<file path="src/rtl/lfsr_gen.sv">
// Fibonacci LFSR PRBS generator: seed load, shift enable, wrap pulse, all-zero detect.
// Optional build macro LFSR_LOCKUP_RECOVER_EN: a step from the all-zero state reloads SEED.
module lfsr_gen #(
  parameter int unsigned      WIDTH = 4,
  parameter logic [WIDTH-1:0] TAPS  = 4'b1001,
  parameter logic [WIDTH-1:0] SEED  = '1
) (
  input  logic             clk,
  input  logic             res,
  input  logic             en,
  input  logic             load,
  input  logic [WIDTH-1:0] seed,
  output logic             y,
  output logic [WIDTH-1:0] state,
  output logic             wrap,
  output logic             lockup
);

  logic [WIDTH-1:0] state_q, state_d;
  logic [WIDTH-1:0] ref_q, ref_d;
  logic             wrap_q, wrap_d;
  logic             feedback;
  logic             is_zero;

  always_comb begin
    is_zero  = (state_q == '0);
    feedback = ^(state_q & TAPS);
    state_d  = state_q;
    ref_d    = ref_q;
    wrap_d   = 1'b0;
    if (load) begin
      state_d = seed;
      ref_d   = seed;
    end else if (en) begin
`ifdef LFSR_LOCKUP_RECOVER_EN
      if (is_zero) begin
        state_d = SEED;
        ref_d   = SEED;
      end else begin
        state_d = {feedback, state_q[WIDTH-1:1]};
        wrap_d  = (state_d == ref_q);
      end
`else
      // a stuck zero register shifts to zero again; it must not count as a wrap
      state_d = {feedback, state_q[WIDTH-1:1]};
      wrap_d  = !is_zero && (state_d == ref_q);
`endif
    end
  end

  always_ff @(posedge clk or negedge res) begin
    if (!res) begin
      state_q <= SEED;
      ref_q   <= SEED;
      wrap_q  <= 1'b0;
    end else begin
      state_q <= state_d;
      ref_q   <= ref_d;
      wrap_q  <= wrap_d;
    end
  end

  assign state  = state_q;
  assign y      = state_q[0];
  assign wrap   = wrap_q;
  assign lockup = is_zero;

endmodule

</file>
<file path="config.mk">
export PLATFORM = sky130hd
export DESIGN_NAME = lfsr_gen
export DESIGN_NICKNAME = d
export VERILOG_FILES = /design/src/rtl/lfsr_gen.sv
export SDC_FILE = /design/constraint.sdc
export NUM_CORES = 1
export LEC_CHECK = 0
export ABC_AREA = 1
export BUFFER_PORTS_ARGS = -buffer_cell sky130_fd_sc_hd__buf_4
export CAP_MARGIN = 20
export CORE_AREA = 4 4 41 43
export CTS_CLUSTER_SIZE = 24
export DETAILED_ROUTE_END_ITERATION = 8
export DIE_AREA = 0 0 45 47
export GPL_TIMING_DRIVEN = 0
export HOLD_SLACK_MARGIN = 0.02
export PLACE_DENSITY_LB_ADDON = 0.25
export REMOVE_ABC_BUFFERS = 1
export SETUP_SLACK_MARGIN = 0.4
export SLEW_MARGIN = 20
export SYNTH_ARGS = -nofsm -noshare
export SYNTH_HDL_FRONTEND = slang
export SYNTH_SLANG_ARGS = --single-unit
</file>
<file path="constraint.sdc">
create_clock -name clk -period 1.1 [get_ports clk]
set_input_delay 0.165 -clock clk [delete_from_list [all_inputs] [get_ports clk]]
set_output_delay 0.165 -clock clk [all_outputs]
set_load 0.02 [all_outputs]
</file>
==> results of run 1 <==
-- metal layers --
layer	vias to the layer above	GRT usage (%)	share of wire, %
li1	238	-	-
met3	4	3.07	4.2
met2	12	23.4	52
met4	0	8.77	1.9
met1	223	13.3	42
met5	-	0	0
-- repair_timing --
item | 4_1_cts | 5_1_grt
pin swaps | 5 | 9
hold buffers | 1 | 0
resized for setup | 18 | 13
buffers inserted | 7 | 3
endpoints found under the hold margin | 9 | 0
endpoints found under the setup margin | 16 | 16
-- per-stage QoR --
step	setup TNS [ns]	util (%)	hold WS, ns	total power, mW
floorplan	-0.00766	-	-0.131	0.529
global placement	0	43.6	-0.00592	0.617
detailed placement	-0.00293	43.6	-0.00569	0.621
CTS	-0.788	53.8	0.112	0.965
global route	-1.04	58.1	0.124	1.06
finish	-0.777	58.1	0.113	1.01
-- Yosys cell counts --
cell type,n
buf_4,1
dfrtp_1,1
dfstp_2,8
inv_1,7
inv_2,1
nand2_1,22
nand2_2,1
nand3_1,3
nand3b_1,1
nor2_1,7
o211ai_1,4
o21ai_0,2
-- power breakdown --
| part | internal [mW] | switching [mW] | total (mW) |
|---|---|---|---|
| Clock | 0.140 | 0.121 | 0.261 |
| Sequential | 0.384 | 0.0272 | 0.412 |
| Combinational | 0.174 | 0.167 | 0.341 |
| Total | 0.699 | 0.315 | 1.01 |
-- cells by family after synthesis --
| family | Yosys count |
|---|---|
| flops | 9 |
| simple gates | 34 |
| compound gates | 6 |
| buf+inv | 9 |
-- layout by cell type, fill, tap and decap left out, drive strengths merged --
cell type,n
clkbuf,4
dlygate4sd3,1
dfrtp,1
o211ai,4
buf,24
nor2,7
nand3b,1
o21ai,2
nand2,23
inv,8
dfstp,8
nand3,3
-- final timing paths --
path	endpoint	slack (ns)	depth (start not counted)	start
min in group asynchronous	wrap$_DFF_PN0_	0.26	2	res
max reg2reg	wrap$_DFF_PN0_	-0.10	7	state[3]$_DFFE_PN1P_
min	ref_q[3]$_DFFE_PN1P_	0.11	2	load
max in group asynchronous	state[3]$_DFFE_PN1P_	0.63	2	res
max	lockup	-0.16	4	state[2]$_DFFE_PN1P_
min reg2reg	ref_q[1]$_DFFE_PN1P_	0.48	2	ref_q[1]$_DFFE_PN1P_
-- area by class of cell --
type,count,area share (%)
Multi-Input combinational cell,40,27.5
Tap cell,15,2.48
Inverter,8,4.30
Sequential cell,9,31.1
Clock buffer,4,3.48
Timing Repair Buffer,25,31.1
-- state kept, by name (all words and copies together), names as in the netlist --
signal / flops
state: 4
wrap: 1
ref_q: 4
==> metrics.cfg, run 1 <==
[global_route]
grt_max_degree = 10
grt_overflow_total = 0
antenna_found_initial = 0
grt_pass1_vias = 461
grt_pass1_wl_um = 1880
grt.total_usage_pct = 13.0

[power_and_ir_drop]
power_density_mw_per_mm2 = 1340
vdd_ir_drop_max_mv = 0.598
p_leak_nw = 0.373

[synth]
syn_avg_cell_area_um2 = 7.77
synth-compound-area-share_pct = 8.89
netlist_instances = 58
synth-simple-area-share_pct = 30.6
synth_area_um2 = 450
yosysTopAreaCell = dfstp_2
ys_seq_area_share_pct = 52.2
synth_mux_area_share_pct = 0
yosys.area.top_type_share_pct = 46.7
ys_seq_elements = 9
synth_top_family_by_area = simple AND/OR/NAND/NOR gates
ys_warn_count = 0
yosys.area_share.xor_xnor_pct = 0
synth_cell_type_count = 12
yosys.area_share.adder_pct = 0
synth.area.top_cells = dfstp_2 (47%), nand2_1 (18%), o211ai_1 (6.7%)

[sta]
setup_viol = 7
finalMaxSlewViolations = 0
worst_pin_slew_ns = 0.318
slew_headroom_pct = 78.7
fin_crit_ns = 1.26
max_freq_mhz = 792
rsz0062_at_grt = true
worst_slack_ns = -0.162
period_share_pct = 115
worst_clock_skew_ns = 0.00389
hold_viol = 0

[route]
vias_per_cell = 4.72
via_count = 477
drt_iter0_drc = 6
routedWlPerCell_um = 12.3
drc_errors = 0
wl_um = 1240
ant_nets = 0
drtPass1Iterations = 4

[die]
die_h_um = 47
initial_core_util_pct = 34.6
core_mm2 = 0.00130
rows = 13
die_w_um = 45
die-area_mm2 = 0.00212
ios = 15

[setup_path]
cp_common_cell = inv_2
critPathLaunchType = register
critPathBufInv = 3
cp_cell_sequence = inv_2 > nand3_2 > inv_2 > buf_6
required_ns = 0.94
arrival_ns = 1.10
critPathTopFamily = flip-flops
path_class = register to primary output
endpoint_kind = primary output
slowest_delay_ns = 0.55
cp_max_fo = 2
slowest_stage = dfstp_2

[place]
gp_congestion = 0.726
dpl.cell_count = 86
io_buffers = 14
dp_hpwl_um = 782
place_area_um2 = 567
dp_slack_ns = -0.00293

[cells_and_area]
drive_gt1_share_pct = 60.5
antenna_cells = 0
syn_to_final_growth_pct = 67.8
instances_no_fill = 101
final_area_um2 = 756
nNetsFinal = 95
n_fill_cell = 122
multi_input_area_um2 = 208
seqCellArea_um2 = 235

[clocking]
path_clk_slew_ns = 0.06
clk_latency_ns = 0.26
cts_tree = built
cts_buffers = 3
clk_path_buf_depth = 2
htreeDepth = 1
root_buffer = clkbuf_4
cts.sinks = 9

[outcome]
failed_checks = setup timing
outcome = complete, but fails checks

[job]
cap_violations = 0

[worst_hold_path]
min-delay-path-class = primary input to register

(Power assumes the default switching activity.)
==> run 2: changes to the inputs <==
--- a/config.mk
+++ b/config.mk
@@ -8,10 +8,12 @@
 export ABC_AREA = 1
 export BUFFER_PORTS_ARGS = -buffer_cell sky130_fd_sc_hd__buf_4
 export CAP_MARGIN = 20
-export CORE_AREA = 4 4 41 43
+export CELL_PAD_IN_SITES_DETAIL_PLACEMENT = 0
+export CELL_PAD_IN_SITES_GLOBAL_PLACEMENT = 1
+export CORE_MARGIN = 4
+export CORE_UTILIZATION = 32
 export CTS_CLUSTER_SIZE = 24
 export DETAILED_ROUTE_END_ITERATION = 8
-export DIE_AREA = 0 0 45 47
 export GPL_TIMING_DRIVEN = 0
 export HOLD_SLACK_MARGIN = 0.02
 export PLACE_DENSITY_LB_ADDON = 0.25
==> metrics.cfg, run 2 (synthesized netlist as in run 1, its figures left out) <==
[sta]
period_share_pct = 113  ; -1.5 points
worst_clock_skew_ns = 0.00831  ; +0.00443 ns
hold_viol = 0  ; unchanged
max_freq_mhz = 803  ; +1.3%
setup_viol = 7  ; unchanged
fin_crit_ns = 1.25  ; -0.0161 ns
slew_headroom_pct = 79.3  ; +0.60 points
finalMaxSlewViolations = 0  ; unchanged
rsz0062_at_grt = true
worst_pin_slew_ns = 0.309  ; -0.00890 ns
worst_slack_ns = -0.146  ; +0.0161 ns

[place]
dp_hpwl_um = 792  ; +1.3%
gp_congestion = 0.678  ; -6.5%
io_buffers = 14  ; unchanged

[setup_path]
critPathCapture = lockup
r2r_slack_ns = -0.08  ; +0.02 ns
r2r_start = state[0]$_DFFE_PN1P_
arrival_ns = 1.08  ; -0.02 ns
critPathLaunchType = register
cp_max_fo = 2  ; unchanged
r2r-end = wrap$_DFF_PN0_
required_ns = 0.94  ; about the same
path_class = register to primary output
endpoint_kind = primary output
reg2reg_depth = 7  ; unchanged
cp-startpoint = state[2]$_DFFE_PN1P_

[clocking]
htreeDepth = 1  ; unchanged
root_buffer = clkbuf_4
cts.sinks = 9  ; unchanged
cts_buffers = 3  ; unchanged
path_clk_slew_ns = 0.06  ; about the same
clk_path_buf_depth = 2  ; unchanged
clk_latency_ns = 0.27  ; about the same
cts_tree = built

[die]
die_h_um = 45.5  ; -3.2%
die-area_mm2 = 0.00207  ; -2.1%
rows = 13  ; unchanged
initial_core_util_pct = 34.2  ; -0.43 points
core_mm2 = 0.00132  ; +1.2%
ios = 15  ; unchanged
die_w_um = 45.5  ; +1.1%

[route]
drt_iter0_drc = 6  ; unchanged
vias_per_cell = 4.64  ; -1.7%
drtPass1Iterations = 2  ; -2
via_count = 455  ; -4.6%
routedWlPerCell_um = 11.5  ; -6.3%
wl_um = 1130  ; -9.1%
ant_nets = 0  ; unchanged
drc_errors = 0  ; unchanged

[global_route]
antenna_found_initial = 0  ; unchanged
grt_max_degree = 10  ; unchanged
grt_pass1_vias = 436  ; -5.4%
grt_pass1_wl_um = 1970  ; +4.8%
grt.total_usage_pct = 14.3  ; +1.3 points
grt_overflow_total = 0  ; unchanged

[cells_and_area]
layout_common_cells = nand2_1 (19), buf_4 (12), buf_6 (9)
n_fill_cell = 137  ; +12%
fin_util_pct = 54.0  ; -4.0 points
drive_gt1_share_pct = 55.4  ; -5.0 points
final_common_cell = nand2_1
syn_to_final_growth_pct = 58.1
antenna_cells = 0  ; unchanged
nNetsFinal = 92  ; -3.2%

[power_and_ir_drop]
vdd_ir_drop_max_mv = 0.625  ; +4.6%
power_density_mw_per_mm2 = 1360  ; +1.1%
power_mw = 0.965  ; -4.8%
p_leak_nw = 0.353  ; -5.2%

[job]
cap_violations = 0  ; unchanged

[worst_hold_path]
min-delay-path-class = primary input to register

[outcome]
failed_checks = setup timing
outcome = complete, but fails checks

run 2: where the power goes:
| group | internal, mW | switching, mW | leakage (nW) |
|---|---|---|---|
| clock network | 0.140 | 0.120 | 0.0150 |
| logic | 0.147 | 0.152 | 0.241 |
| registers | 0.384 | 0.0222 | 0.0978 |
run 2: how the worst min path moves through the flow:
stage | start | end | slack, ns | depth (start not counted)
6_report | load | ref_q[2]$_DFFE_PN1P_ | 0.11 | 2
5_1_grt | load | ref_q[2]$_DFFE_PN1P_ | 0.12 | 2
4_1_cts | load | ref_q[2]$_DFFE_PN1P_ | 0.11 | 2
3_5_place_dp | res | wrap$_DFF_PN0_ | -0.007 | 1
3_3_place_gp | res | wrap$_DFF_PN0_ | -0.005 | 1
2_1_floorplan | res | wrap$_DFF_PN0_ | -0.13 | 0
run 2: final cells by class:
cell class	count	area [um2]	area share, %
repair buffers	22	201	28.3
multi-input cells	40	200	28.1
well taps	15	18.8	2.64
flip-flops and latches	9	235	33.0
inverters	8	30.0	4.22
clock buffers	4	26.3	3.69
run 2: through the flow:
stage	setup TNS [ns]	setup WS (ns)	hold WS [ns]	instances	area (um2)
finish	-0.718	-0.146	0.105	98	712
global placement	0	0.0130	-0.00534	86	567
CTS	-0.796	-0.142	0.113	98	687
floorplan	-0.00766	-0.00766	-0.131	57	443
global route	-1.10	-0.188	0.120	98	712
detailed placement	0	0.0196	-0.00655	86	567
run 2: repair_timing:
item / CTS / global route
hold buffers: 1 / 0
setup buffers: 7 / 0
pin swaps: 4 / 3
endpoints found under the setup margin: 15 / 16
endpoints found under the hold margin: 9 / 0
gates cloned: 0 / 0
gates resized for setup: 15 / 8
run 2: per-layer routing:
metal	share of wire (%)	global-route usage, %
met1	44	18.5
met4	3.2	10.5
met2	48	19.5
met3	5.2	4.74
met5	0	0
run 2: worst max-delay path: stages (launching register included):
cell and delay [ns]:
dfstp_2 0.54, inv_2 0.04, nand3_2 0.07, inv_2 0.04, buf_6 0.12
==> run 3: changes to the inputs <==
--- a/config.mk
+++ b/config.mk
@@ -5,13 +5,12 @@
 export SDC_FILE = /design/constraint.sdc
 export NUM_CORES = 1
 export LEC_CHECK = 0
-export ABC_AREA = 1
 export BUFFER_PORTS_ARGS = -buffer_cell sky130_fd_sc_hd__buf_4
 export CAP_MARGIN = 20
 export CELL_PAD_IN_SITES_DETAIL_PLACEMENT = 0
 export CELL_PAD_IN_SITES_GLOBAL_PLACEMENT = 1
 export CORE_MARGIN = 4
-export CORE_UTILIZATION = 32
+export CORE_UTILIZATION = 35
 export CTS_CLUSTER_SIZE = 24
 export DETAILED_ROUTE_END_ITERATION = 8
 export GPL_TIMING_DRIVEN = 0
==> metrics.cfg, run 3 <==
[clocking]
cts_tree = built
cts_buffers = 3  ; unchanged
cts.sinks = 9  ; unchanged
path_clk_slew_ns = 0.06  ; about the same
clk_latency_ns = 0.26  ; about the same
htreeDepth = 1  ; unchanged
clk_path_buf_depth = 2  ; unchanged
root_buffer = clkbuf_4

[sta]
hold_viol = 0  ; unchanged
worst_pin_slew_ns = 0.252  ; -0.0567 ns
fin_crit_ns = 1.32  ; +0.0724 ns
finalMaxSlewViolations = 0  ; unchanged
fin_setup_tns_ns = -1.10  ; -0.378 ns
setup_viol = 8  ; +1
worst_clock_skew_ns = 0.00388  ; -0.00444 ns
slew_headroom_pct = 83.1  ; +3.7 points
worst_slack_ns = -0.218  ; -0.0724 ns
max_freq_mhz = 758  ; -5.5%
rsz0062_at_grt = true
period_share_pct = 120  ; +6.6 points
fin_hold_ws_ns = 0.129  ; +0.0241 ns

[route]
drc_errors = 0  ; unchanged
via_count = 389  ; -15%
drt_iter0_drc = 6  ; unchanged
routedWlPerCell_um = 13.2  ; +15%
ant_nets = 0  ; unchanged
wl_um = 1120  ; -0.36%
vias_per_cell = 4.58  ; -1.4%
drtPass1Iterations = 4  ; +2

[setup_path]
path_class = register to primary output
r2r-end = wrap$_DFF_PN0_
reg2reg_depth = 4  ; -3
endpoint_kind = primary output
arrival_ns = 1.15  ; +0.07 ns
critPathLaunchType = register
r2r_start = state[1]$_DFFE_PN1P_
cp_cell_sequence = nor4_4 > buf_4
cp_max_fo = 3  ; +1
critPathTopFamily = flip-flops
slowest_delay_ns = 0.39  ; -0.15 ns
required_ns = 0.94  ; about the same
r2r_slack_ns = -0.14  ; -0.06 ns
critPathBufInv = 1  ; -2
slowest_stage = dfstp_2

[global_route]
grt_overflow_total = 0  ; unchanged
grt_pass1_vias = 401  ; -8.0%
grt_max_degree = 14  ; +4
antenna_found_initial = 0  ; unchanged
grt.total_usage_pct = 13.0  ; -1.3 points
grt_pass1_wl_um = 1780  ; -9.8%

[power_and_ir_drop]
vdd_ir_drop_max_mv = 0.794  ; +27%
power_density_mw_per_mm2 = 1380  ; +1.9%
p_int_mw = 0.732  ; +9.1%
seq_power_share_pct = 42.1  ; about the same
p_leak_nw = 0.344  ; -2.7%
switching_share_pct = 29.3  ; -1.2 points
pwr-share-comb_pct = 33.5  ; +2.5 points
switchingPower_mw = 0.303  ; +3.1%
power_mw = 1.04  ; +7.2%
p_clk_share_pct = 24.4  ; -2.5 points

[synth]
synth_common_cells = dfstp_2 (8), o21ai_0 (7), nand2_1 (6)
synth.most_common_cell = dfstp_2
yosysTopAreaCell = dfstp_2
syn_avg_cell_area_um2 = 10.8  ; +39%
netlist_instances = 43  ; -26%
yosys.area.top_type_share_pct = 45.3  ; -1.4 points
ys_seq_area_share_pct = 50.7  ; -1.5 points
synth.area.top_cells = dfstp_2 (45%), o21ai_0 (7.5%), xnor2_1 (7.5%)
yosys_most_used_dff = dfstp_2
synthArstFlopShare_pct = 100  ; unchanged
ys_warn_count = 0  ; unchanged
synth_cell_type_count = 15  ; +3
ys_seq_elements = 9  ; unchanged
synth_edf_count = 0  ; unchanged
synth_area_um2 = 464  ; +3.1%

[cells_and_area]
final_area_um2 = 749  ; +5.3%
layout_common_cells = buf_4 (15), buf_6 (12), dfstp_2 (8)
syn_to_final_growth_pct = 61.5
drive_gt1_share_pct = 64.8  ; +9.4 points
nNetsFinal = 80  ; -13%
final_common_cell = buf_4
instances_no_fill = 85  ; -13%
antenna_cells = 0  ; unchanged

[worst_hold_path]
hp-start = seed[2]
min_path_cells = 3  ; +1
hold-path-endpoint = ref_q[2]$_DFFE_PN1P_
min-delay-path-class = primary input to register

[place]
place_area_um2 = 558  ; -1.5%
dp_hpwl_um = 678  ; -14%
gp_congestion = 0.703  ; +3.6%
dpl.cell_count = 67  ; -22%
io_buffers = 14  ; unchanged

[die]
ios = 15  ; unchanged
rows = 12  ; -1
die-area_mm2 = 0.00197  ; -4.8%
die_h_um = 44.4  ; -2.4%
die_w_um = 44.4  ; -2.4%
core_mm2 = 0.00117  ; -11%
initial_core_util_pct = 39.6  ; +5.4 points

[job]
cap_violations = 0  ; unchanged

[outcome]
outcome = complete, but fails checks
failed_checks = setup timing

[run 3: changes by cell type after synthesis, sizes merged, moves of 2 or more]
cell and delta:
nor2 -7, nor4 +2, buf +3, o21ai +6
o211ai -4, inv -4, nand2 -17, nand3 -3
xnor2 +5, mux2i +3
[run 3: power by group through the flow]
stage | Combinational, mW | Sequential (mW) | Clock [mW]
5_1_grt | 0.374 | 0.442 | 0.283
2_1_floorplan | 0.0951 | 0.457 | 0
6_report | 0.347 | 0.436 | 0.252
4_1_cts | 0.320 | 0.433 | 0.260
3_5_place_dp | 0.208 | 0.438 | 0
3_3_place_gp | 0.204 | 0.436 | 0
[run 3: how the worst max path moves through the flow]
stage / cells after the start / endpoint / slack [ns] / startpoint
after floorplan: 2 / wrap$_DFF_PN0_ / -0.19 / state[3]$_DFFE_PN1P_
after global placement: 3 / wrap$_DFF_PN0_ / -0.03 / state[3]$_DFFE_PN1P_
after detailed placement: 3 / wrap$_DFF_PN0_ / -0.06 / state[3]$_DFFE_PN1P_
after CTS: 2 / lockup / -0.19 / state[1]$_DFFE_PN1P_
after global routing: 2 / lockup / -0.30 / state[2]$_DFFE_PN1P_
final: 2 / lockup / -0.22 / state[2]$_DFFE_PN1P_
[run 3: tightest hold or removal path: stages]
cell and delay, ns:
buf_4 0.11, nand2_1 0.06, o21ai_1 0.06
[run 3: cells by family (layout without fill, tap and decap cells)]
| group | Yosys count | after routing | share of synthesized area [%] |
|---|---|---|---|
| DFF | 9 | 9 | 50.7 |
| buffers and inverters | 8 | 36 | 9.43 |
| and+or+nand+nor | 9 | 9 | 11.9 |
| AOI/OAI and AO/OA | 8 | 8 | 8.62 |
| muxes | 3 | 3 | 6.47 |
| xor gates and xnor gates | 6 | 6 | 12.9 |
[run 3: stage by stage]
stage          setup slack (ns)  utilization, %
6_report                 -0.218            64.0
5_1_grt                  -0.302            64.0
4_1_cts                  -0.189            61.4
3_5_place_dp            -0.0649            47.6
3_3_place_gp            -0.0338            47.6
2_1_floorplan            -0.191               -
[run 3: timing repair]
item	CTS	global route
setup endpoints to repair	16	16
hold endpoints to repair	9	0
pin swaps	2	2
buffers inserted	11	2
hold buffers	1	0
resized for setup	20	5
[run 3: layout make-up]
type | instances | area, um2
Clock buffer | 4 | 26.3
Fill cell | 100 | 422
Inverter | 4 | 15.0
Multi-Input combinational cell | 26 | 198
Sequential cell | 9 | 235
Tap cell | 14 | 17.5
Timing Repair Buffer | 28 | 258
[run 3: routing by layer]
| metal | track usage [%] | part of all wire, % | vias up |
|---|---|---|---|
| met1 | 13.4 | 41 | 182 |
| met3 | 4.07 | 5.9 | 0 |
| met4 | 5.42 | 0 | 0 |
| met2 | 23.8 | 53 | 13 |
| li1 | - | - | 194 |
| met5 | 0 | 0 | - |
